<file path="src/rtl/gray_code_converter.sv">
`default_nettype none
// ============================================================================
//  Module      : gray_code_converter
//  Description : Parameterised binary/Gray code converter.
//                - o_gray is a purely combinational binary->Gray view of
//                  i_binary.
//                - A registered path converts i_data in either direction,
//                  selected per sample by i_mode. It has a latency of one
//                  cycle and is qualified by i_valid.
//                - A step monitor flags samples whose Gray-domain value
//                  differs from the previous accepted one in exactly one bit.
//  Ports       : i_clk     - clock, rising edge active
//                i_rstn    - asynchronous active-low reset
//                i_binary  - operand for the combinational path
//                o_gray    - Gray code of i_binary (combinational)
//                i_valid   - qualifies i_mode / i_data
//                i_mode    - 0 = binary->Gray, 1 = Gray->binary
//                i_data    - operand for the registered path
//                o_valid   - registered result valid
//                o_data    - registered conversion result
//                o_step1   - single-bit Gray step detected on this sample
//  Revision    : 1.0 - initial release
// ============================================================================
module gray_code_converter #(
    parameter int BW_DATA = 3
) (
    input  logic               i_clk,
    input  logic               i_rstn,
    input  logic [BW_DATA-1:0] i_binary,
    output logic [BW_DATA-1:0] o_gray,
    input  logic               i_valid,
    input  logic               i_mode,
    input  logic [BW_DATA-1:0] i_data,
    output logic               o_valid,
    output logic [BW_DATA-1:0] o_data,
    output logic               o_step1
);

    localparam logic [BW_DATA-1:0] c_ONE = BW_DATA'(1);

    logic [BW_DATA-1:0] w_b2g;        // i_data interpreted as binary -> Gray
    logic [BW_DATA-1:0] w_g2b;        // i_data interpreted as Gray -> binary
    logic [BW_DATA-1:0] w_conv;       // result selected by i_mode
    logic [BW_DATA-1:0] w_gray_val;   // Gray-domain value of this sample
    logic [BW_DATA-1:0] w_diff;
    logic               w_one_bit;

    logic               r_valid;
    logic [BW_DATA-1:0] r_data;
    logic               r_step1;
    logic [BW_DATA-1:0] r_prev_gray;
    logic               r_prev_ok;

    // Combinational path: no clock or reset involvement.
    assign o_gray = i_binary ^ (i_binary >> 1);

    assign w_b2g  = i_data ^ (i_data >> 1);

    // Gray->binary is a running XOR from the MSB downwards: each binary bit
    // is the parity of all Gray bits at or above its position.
    always_comb begin
        w_g2b = '0;
        w_g2b[BW_DATA-1] = i_data[BW_DATA-1];
        for (int k = BW_DATA - 2; k >= 0; k--) begin
            w_g2b[k] = w_g2b[k+1] ^ i_data[k];
        end
    end

    assign w_conv     = i_mode ? w_g2b : w_b2g;
    // In Gray->binary mode the operand itself is already the Gray value.
    assign w_gray_val = i_mode ? i_data : w_b2g;

    // Exactly one bit set: non-zero and clearing the lowest set bit leaves 0.
    assign w_diff    = w_gray_val ^ r_prev_gray;
    assign w_one_bit = (w_diff != '0) && ((w_diff & (w_diff - c_ONE)) == '0);

    always_ff @(posedge i_clk or negedge i_rstn) begin
        if (!i_rstn) begin
            r_valid     <= 1'b0;
            r_data      <= '0;
            r_step1     <= 1'b0;
            r_prev_gray <= '0;
            r_prev_ok   <= 1'b0;
        end else if (i_valid) begin
            r_valid     <= 1'b1;
            r_data      <= w_conv;
            r_step1     <= r_prev_ok && w_one_bit;
            r_prev_gray <= w_gray_val;
            r_prev_ok   <= 1'b1;
        end else begin
            // Idle cycle: result data and monitor history are retained.
            r_valid     <= 1'b0;
            r_step1     <= 1'b0;
        end
    end

    assign o_valid = r_valid;
    assign o_data  = r_data;
    assign o_step1 = r_step1;

endmodule
`default_nettype wire

</file>
<file path="config.mk">
export PLATFORM = sky130hd
export DESIGN_NAME = gray_code_converter
export DESIGN_NICKNAME = d
export VERILOG_FILES = /design/src/rtl/gray_code_converter.sv
export SDC_FILE = /design/constraint.sdc
export NUM_CORES = 1
export LEC_CHECK = 0
export CAP_MARGIN = 25
export CORE_AREA = 2 2 39 41
export DETAILED_ROUTE_END_ITERATION = 16
export DIE_AREA = 0 0 41 43
export GPL_ROUTABILITY_DRIVEN = 0
export PLACE_DENSITY_LB_ADDON = 0.08
export SYNTH_ARGS = -nofsm -noshare
export SYNTH_HDL_FRONTEND = slang
export SYNTH_SLANG_ARGS = --single-unit
</file>
<file path="constraint.sdc">
create_clock -name i_clk -period 2.34 [get_ports i_clk]
set_input_delay 0.351 -clock i_clk [delete_from_list [all_inputs] [get_ports i_clk]]
set_output_delay 0.351 -clock i_clk [all_outputs]
set_load 0.005 [all_outputs]
</file>
# After elaboration in Yosys (flattened, before gate mapping)
# Index checks and enable logic that the tools add are counted.
[word_totals]
out_inout_bits = 8
regBits = 9
[classes]
addsub = 1
n_mux = 4
n_reduce_logical = 4
bitwise = 6
[ops]
columns = ["op", "n"]
rows = [
  ["3-bit two-way mux", 2],
  ["3-bit by 2-bit bitwise XOR with 3-bit output", 2],
  ["3-bit bitwise AND", 1],
  ["3-bit zero test", 1],
  ["3-bit nonzero test", 1],
  ["3-bit by 1-bit subtractor with 3-bit output, second input constant", 1],
  ["3-bit bitwise XOR", 1],
  ["1-bit logical AND", 2],
  ["1-bit two-way mux", 2],
  ["1-bit bitwise XOR", 2],
]

# Logic depth before layout (Yosys ltp)
# Gate-level depths: netlist (run 1).
[depth]
word_depth = 9
ltp_mapped = 5
ltp_nobuf = 4

# Least setup slack after synthesis (run 1)
# OpenSTA, ideal clock, no wires.
[synth_path]
path_kind = "input to register"
start = "input i_data[1]"
end = "register r_step1, in the netlist o_step1"
path_slack_ns = 1.131
arrival_time_ns = 1.123
stages = 5
setup_ns = 0.087
required_ns = 2.253
n_path_buf = 1
path_cell_list = "buf_4 > xnor2_1 > xnor2_1 > xnor2_1 > a211oi_2"
[synth_between]
elab_chain_len = 9
elab_cells_between_ends = 10
cone_classes = "1 x add/sub; 2 x mux; 3 x bitwise; 4 x reduce/logical"
[synth_lines]
columns = ["element", "line", "source"]
rows = [
  ["from (decl)", "33", "input logic [BW_DATA-1:0] i_data,"],
  ["3-bit by 2-bit bitwise XOR with 3-bit output", "57", "assign w_b2g = i_data ^ (i_data >> 1);"],
  ["3-bit two-way mux (*)", "71", "assign w_gray_val = i_mode ? i_data : w_b2g;"],
  ["3-bit bitwise XOR (*)", "74", "assign w_diff = w_gray_val ^ r_prev_gray;"],
  ["3-bit by 1-bit subtractor with 3-bit output", "75", "assign w_one_bit = (w_diff != '0) && ((w_diff & (w_diff - c_ONE)) == '0);"],
  ["3-bit bitwise AND", "75", ""],
  ["3-bit zero test", "75", ""],
  ["1-bit logical AND (*)", "75", ""],
  ["1-bit logical AND (*)", "87", "r_step1 <= r_prev_ok && w_one_bit;"],
  ["1-bit two-way mux (*)", "84", "end else if (i_valid) begin"],
  ["to (signal assigned)", "87", ""],
  ["to (decl)", "50", "logic r_step1;"],
]
# Mark *: on every way between the ends. The rest lies on a longest branch, timed or not.
# A chain may end at the register's enable or synchronous reset.

# Worst setup path in the final report (run 1)
[layout_path]
start = "input i_binary[1]"
end = "output o_gray[1]"
[layout_between]
elab_chain_len = 1
[layout_lines]
columns = ["element", "line", "source"]
rows = [
  ["from (decl)", "29", "input logic [BW_DATA-1:0] i_binary,"],
  ["3-bit by 2-bit bitwise XOR with 3-bit output", "55", "assign o_gray = i_binary ^ (i_binary >> 1);"],
  ["to (decl)", "30", "output logic [BW_DATA-1:0] o_gray,"],
]
# No other way between the ends.

==> results of run 1 <==
worst register-to-register path: stages, from the launching register on:
cell and delay (ns):
dfrtp_1 0.38, xnor2_1 0.14, xnor2_1 0.24, xnor2_1 0.12
a211oi_2 0.21
routing by layer:
metal	global-route usage, %	share of wire [%]	routed length, microns
met1	16.1	43	350
met2	17.8	52	426
met3	1.57	5.4	44
met4	6.00	0	0
met5	0	0	0
synth_stat cells:
cell,number,share of area [%]
nor2_1,1,0.86
mux2_2,4,10
clkbuf_1,1,0.86
xnor2_1,10,20
nand2b_1,2,2.9
nand2_1,2,1.7
xor2_1,3,6.0
a211oi_2,1,2.9
dfrtp_1,8,46
or2_2,1,1.4
a21oi_1,2,2.3
buf_4,3,5.1
sequential cells by signal, indices dropped and copies added, names as in the netlist:
name	cells
r_prev_ok	1
r_prev_gray	2
o_step1	1
o_data	3
o_valid	1
metrics by stage:
step | instance area (sq um) | power, mW | instances | hold slack [ns]
2_1_floorplan | 438 | 0.236 | 38 | 0.0554
3_3_place_gp | 602 | 0.289 | 67 | 0.455
3_5_place_dp | 602 | 0.292 | 67 | 0.470
4_1_cts | 624 | 0.398 | 70 | 0.389
5_1_grt | 624 | 0.422 | 70 | 0.402
6_report | 624 | 0.389 | 70 | 0.375
cell families (layout without fill, tap and decap cells):
group / Yosys count / after routing / share of synthesized area, %
AND/OR/NAND/NOR: 6 / 6 / 6.86
flip-flops: 8 / 8 / 45.7
multiplexers: 4 / 4 / 10.3
XOR/XNOR: 13 / 13 / 26.0
buffers and inverters: 4 / 20 / 6.00
AO/OA/AOI/OAI: 3 / 3 / 5.14
power groups by stage:
stage                     Clock [mW]  Sequential, mW  Combinational [mW]
after CTS                      0.107           0.165               0.126
after global routing           0.119           0.167               0.137
after detailed placement           0           0.167               0.125
final                          0.102           0.164               0.123
after floorplan                    0           0.167              0.0688
after global placement             0           0.166               0.123
final cells by class:
cell class	count	area, sq um	share of cell area, %
multi-input cells	26	211	33.9
flip-flops and latches	8	200	32.1
repair buffers	17	170	27.3
clock buffers	3	22.5	3.61
well taps	16	20.0	3.21
final timing paths:
kind | from | to
hold reg to reg | r_prev_ok$_DFFE_PN0P_ | r_prev_ok$_DFFE_PN0P_
min in group i_clk | r_prev_ok$_DFFE_PN0P_ | r_prev_ok$_DFFE_PN0P_
setup / recovery | i_binary[1] | o_gray[1]
hold / removal | i_rstn | r_prev_gray[1]$_DFFE_PN0P_
setup reg to reg | r_prev_gray[0]$_DFFE_PN0P_ | o_step1$_DFF_PN0_
max in group asynchronous | i_rstn | o_data[2]$_DFFE_PN0P_
==> run metrics, run 1 <==
status finished clean; port bufs 17; syn_nets 48; arrival time worst endpoint 1.51 ns; delay-heaviest family, CP buffers and inverters; routed via count divided by cell count 4.36; H-tree Lvls 1; largest net degree at the start of global routing 10; DRC Markers 0; Critical Path Stages 3; Int Power 292 uW; P_sw 97.1 uW; RSZ-0062 raised after global routing no; post-synthesis sequential area ratio 45.7%; total grt overflow 0; Fill cells 140; Max Slew Vio Count 0; via count 305; Worst Path Required 1.99 ns; critical path's largest stage delay 0.51 ns; Clock Path Buffers 2; final count of negative-setup-slack endpoints 0; Die Footprint 0.00176 sq mm; Netlist cell types 12; Core Area 0.00138 sq mm; total of max-cap violations 0; DIE WIDTH 41 microns; synthesis-stage register bit count 8; actual slew at the worst max-slew pin 0.355 ns; final core occ 45.1%; Final ANT Viol Nets 0; cell chain of the critical path clkdlybuf4s50_1, xor2_1, clkdlybuf4s50_1; cell count after synthesis 38; Clock Power Share 26.1%; nets 66; Setup TNS 0 ns; clock insertion delay at the later pin of the skew report 0.25 ns; HPWL Detailed 674 microns; sequential share of power 42.2%; CP Class in2out; area grow syn2layout 42.6%; Die H 43 microns; Final period util 79.6%; pwr/cell area 624 mW/mm^2; Top cell by count, worst path clkdlybuf4s50_1; Post-Syn Area 438 sq um; r2r setup slk 1.16 ns; Reg clk slew, reported paths 0.06 ns; DRT Pass-1 Iters 3; clk sinks 8; worst clock skew 0.00694 ns; relative slew slack 76.2%; Static Leak 0.241 nW; Worst setup EP type output port; Gate power share 31.6%; most common cell after layout, fill and taps aside clkdlybuf4s50_1; Post-Place Setup Slack 0.471 ns; diode count 0; largest fanout on the critical path 2; initial core utilization 31.6%; CTS Buf Count 3; Boundary Pins 18; first-pass GRT wire length 1410 microns; slowest CP cell clkdlybuf4s50_1; peak supply drop 0.000295 V; worst-case reg-to-reg path depth 4; CTS Root Cell clkbuf_4; Detailed Route WL 821 microns; Global Route Usage Sum 11.9%; post-synthesis area per instance 11.5 sq um; Worst Hold Class in2async; Max Fclk 0.537 GHz; CP startpoint kind primary input; initial antenna violation count 0; WL/cell 11.7 microns; Post-CTS Resized 0; number of global-route vias before repair 314; hold buffers post-CTS 0; Bufs and invs on worst path 2; row count 14; CTS tree yes; final hold violation count 0; Synth Warn # 0; crit path time final 1.86 ns; Post CTS Setup Buffer Count 0; Sw Share 24.9%; share of cells above drive strength 1 16.7%; setup slack after layout 0.476 ns; First DRT Iteration DRCs 1; highest-count cells in the layout ignoring fill and taps 17 x clkdlybuf4s50_1, 10 x xnor2_1, 8 x dfrtp_1
Power figures use the tool's default switching activity.
==> run 2, diff against run 1 <==
==> constraint.sdc (replaced) <==
create_clock -name i_clk -period 1.57 [get_ports i_clk]
set_input_delay 0.2355 -clock i_clk [delete_from_list [all_inputs] [get_ports i_clk]]
set_output_delay 0.2355 -clock i_clk [all_outputs]
set_load 0.005 [all_outputs]
==> run metrics, run 2 (synthesized netlist as in run 1, its figures left out) <==
status finished clean; Gate power share 31.9% (+0.3 points); First DRT Iteration DRCs 5 (+4); delay-heaviest family, CP buffers and inverters; critical path's largest stage delay 0.50 ns (about the same); WL/cell 11.0 microns (-6.2%); relative slew slack 75.7% (-0.58 points); highest-count cells in the layout ignoring fill and taps 15 x clkdlybuf4s50_1, 10 x xnor2_1, 8 x dfrtp_1; CP Class in2out; CP startpoint kind primary input; cell chain of the critical path clkdlybuf4s50_1, clkdlybuf4s50_1; HPWL Detailed 656 microns (-2.7%); DIE WIDTH 41 microns (unchanged); Die H 43 microns (unchanged); actual slew at the worst max-slew pin 0.364 ns (+0.00869 ns); Static Leak 0.262 nW (+9.0%); total grt overflow 0 (unchanged); Bufs and invs on worst path 2 (unchanged); Max Slew Vio Count 0 (unchanged); routed via count divided by cell count 4.46 (+2.3%); nets 70 (+6.1%); Final ANT Viol Nets 0 (unchanged); peak supply drop 0.000492 V (+67%); first-pass GRT wire length 1460 microns (+3.4%); most common cell after layout, fill and taps aside clkdlybuf4s50_1; Post CTS Setup Buffer Count 0 (unchanged); port bufs 17 (unchanged); RSZ-0062 raised after global routing no; initial core utilization 31.6% (unchanged); Top cell by count, worst path clkdlybuf4s50_1; Global Route Usage Sum 13.1% (+1.2 points); pwr/cell area 902 mW/mm^2 (+45%); Reg clk slew, reported paths 0.06 ns (about the same); diode count 0 (unchanged); crit path time final 1.47 ns; Setup TNS 0 ns (unchanged); Worst Path Required 1.33 ns (-0.66 ns); max FFs per register 3 (unchanged); Final period util 93.4%; Boundary Pins 18 (unchanged); DRC Markers 0 (unchanged); clock insertion delay at the later pin of the skew report 0.26 ns (about the same); final hold violation count 0 (unchanged); Die Footprint 0.00176 sq mm (unchanged); Clock Power Share 26.4% (+0.3 points); DRT Pass-1 Iters 2 (-1); Core Area 0.00138 sq mm (unchanged); total of max-cap violations 0 (unchanged); share of cells above drive strength 1 22.4% (+5.7 points); Worst setup EP type output port; Post-Place Cells 71 (+6.0%); worst clock skew 0.0104 ns (+0.00342 ns); Worst Hold Class in2async; Sw Share 25.4% (+0.49 points); area grow syn2layout 48.9%; largest fanout on the critical path 2 (unchanged); Clock Path Buffers 2 (unchanged); row count 14 (unchanged); Max Fclk 0.682 GHz; CTS Root Cell clkbuf_4; number of global-route vias before repair 357 (+14%); arrival time worst endpoint 1.23 ns (-0.28 ns); Fill cells 143 (+2.1%); slowest CP cell clkdlybuf4s50_1; overall power 588 uW (+51%); CTS tree yes; initial antenna violation count 0 (unchanged); Detailed Route WL 814 microns (-0.85%); sequential share of power 41.7% (-0.5 points); P_sw 150 uW (+54%); CTS Buf Count 3 (unchanged); largest net degree at the start of global routing 10 (unchanged); Int Power 438 uW (+50%); clk sinks 8 (unchanged); final count of negative-setup-slack endpoints 0 (unchanged); H-tree Lvls 1 (unchanged); via count 330 (+8.2%); Non-Filler Instances 74 (+5.7%)
[run 2: changes by cell type in the layout (fill, tap and decap cells not counted), sizes merged]
| cell | previous run | this run |
|---|---|---|
| buf | 0 | 4 |
| clkdlybuf4s50 | 17 | 15 |
| dlygate4sd2 | 0 | 2 |
[run 2: power by group through the flow]
stage | Clock (mW) | Combinational, mW | Sequential, mW
floorplan | 0 | 0.102 | 0.249
global placement | 0 | 0.192 | 0.247
detailed placement | 0 | 0.194 | 0.249
CTS | 0.168 | 0.191 | 0.245
global route | 0.174 | 0.208 | 0.248
finish | 0.155 | 0.188 | 0.245
[run 2: final cells by class]
class	count	area [sq um]	share of cell area [%]
Timing Repair Buffer	21	198	30.3
Tap cell	16	20.0	3.07
Sequential cell	8	200	30.7
Multi-Input combinational cell	26	211	32.4
Clock buffer	3	22.5	3.45
[run 2: path summary, 6_finish.rpt]
path / start / end / slack (ns) / cells after the start
setup reg to reg: r_prev_gray[0]$_DFFE_PN0P_ / o_step1$_DFF_PN0_ / 0.39 / 4
hold reg to reg: r_prev_ok$_DFFE_PN0P_ / r_prev_ok$_DFFE_PN0P_ / 0.47 / 1
setup / recovery: i_binary[2] / o_gray[2] / 0.10 / 2
max in group asynchronous: i_rstn / o_data[1]$_DFFE_PN0P_ / 1.04 / 1
min in group i_clk: r_prev_ok$_DFFE_PN0P_ / r_prev_ok$_DFFE_PN0P_ / 0.47 / 1
hold / removal: i_rstn / r_prev_gray[1]$_DFFE_PN0P_ / 0.26 / 1
[run 2: metal layers]
metal / vias up / part of all wire, % / GRT usage [%]
li1: 162 / - / -
met1: 157 / 41 / 14.0
met4: 0 / 0 / 6.00
met5: - / 0 / 0
met3: 0 / 6.1 / 7.85
met2: 11 / 53 / 19.7
[run 2: timing repair]
item | in CTS | in global routing
gates resized for setup | 2 | 0
hold buffers | 0 | 0
endpoints found under the setup margin | 2 | 0
[run 2: stage by stage]
stage	utilization, %	hold slack (ns)	worst slack [ns]	instance area [sq um]
finish	47.1	0.255	0.104	652
global route	47.1	0.292	0.0572	652
CTS	47.1	0.257	0.0905	652
detailed placement	45.7	0.457	-0.0820	632
global placement	45.7	0.455	-0.0577	632
floorplan	-	-0.0601	0.476	438
==> run 3, diff against run 2 <==
==> constraint.sdc (replaced) <==
create_clock -name i_clk -period 1.57 [get_ports i_clk]
set_input_delay 0.2355 -clock i_clk [delete_from_list [all_inputs] [get_ports i_clk]]
set_output_delay 0.2355 -clock i_clk [all_outputs]
set_load 0.01 [all_outputs]
==> results of run 3 <==
Same layout as run 2 (identical final DEF). Status: finished clean.
Main changes from that run: setup slack after placement -0.0820 ns -> -0.117 ns; setup slack after layout 0.104 ns -> 0.0680 ns; total power 0.588 mW -> 0.598 mW
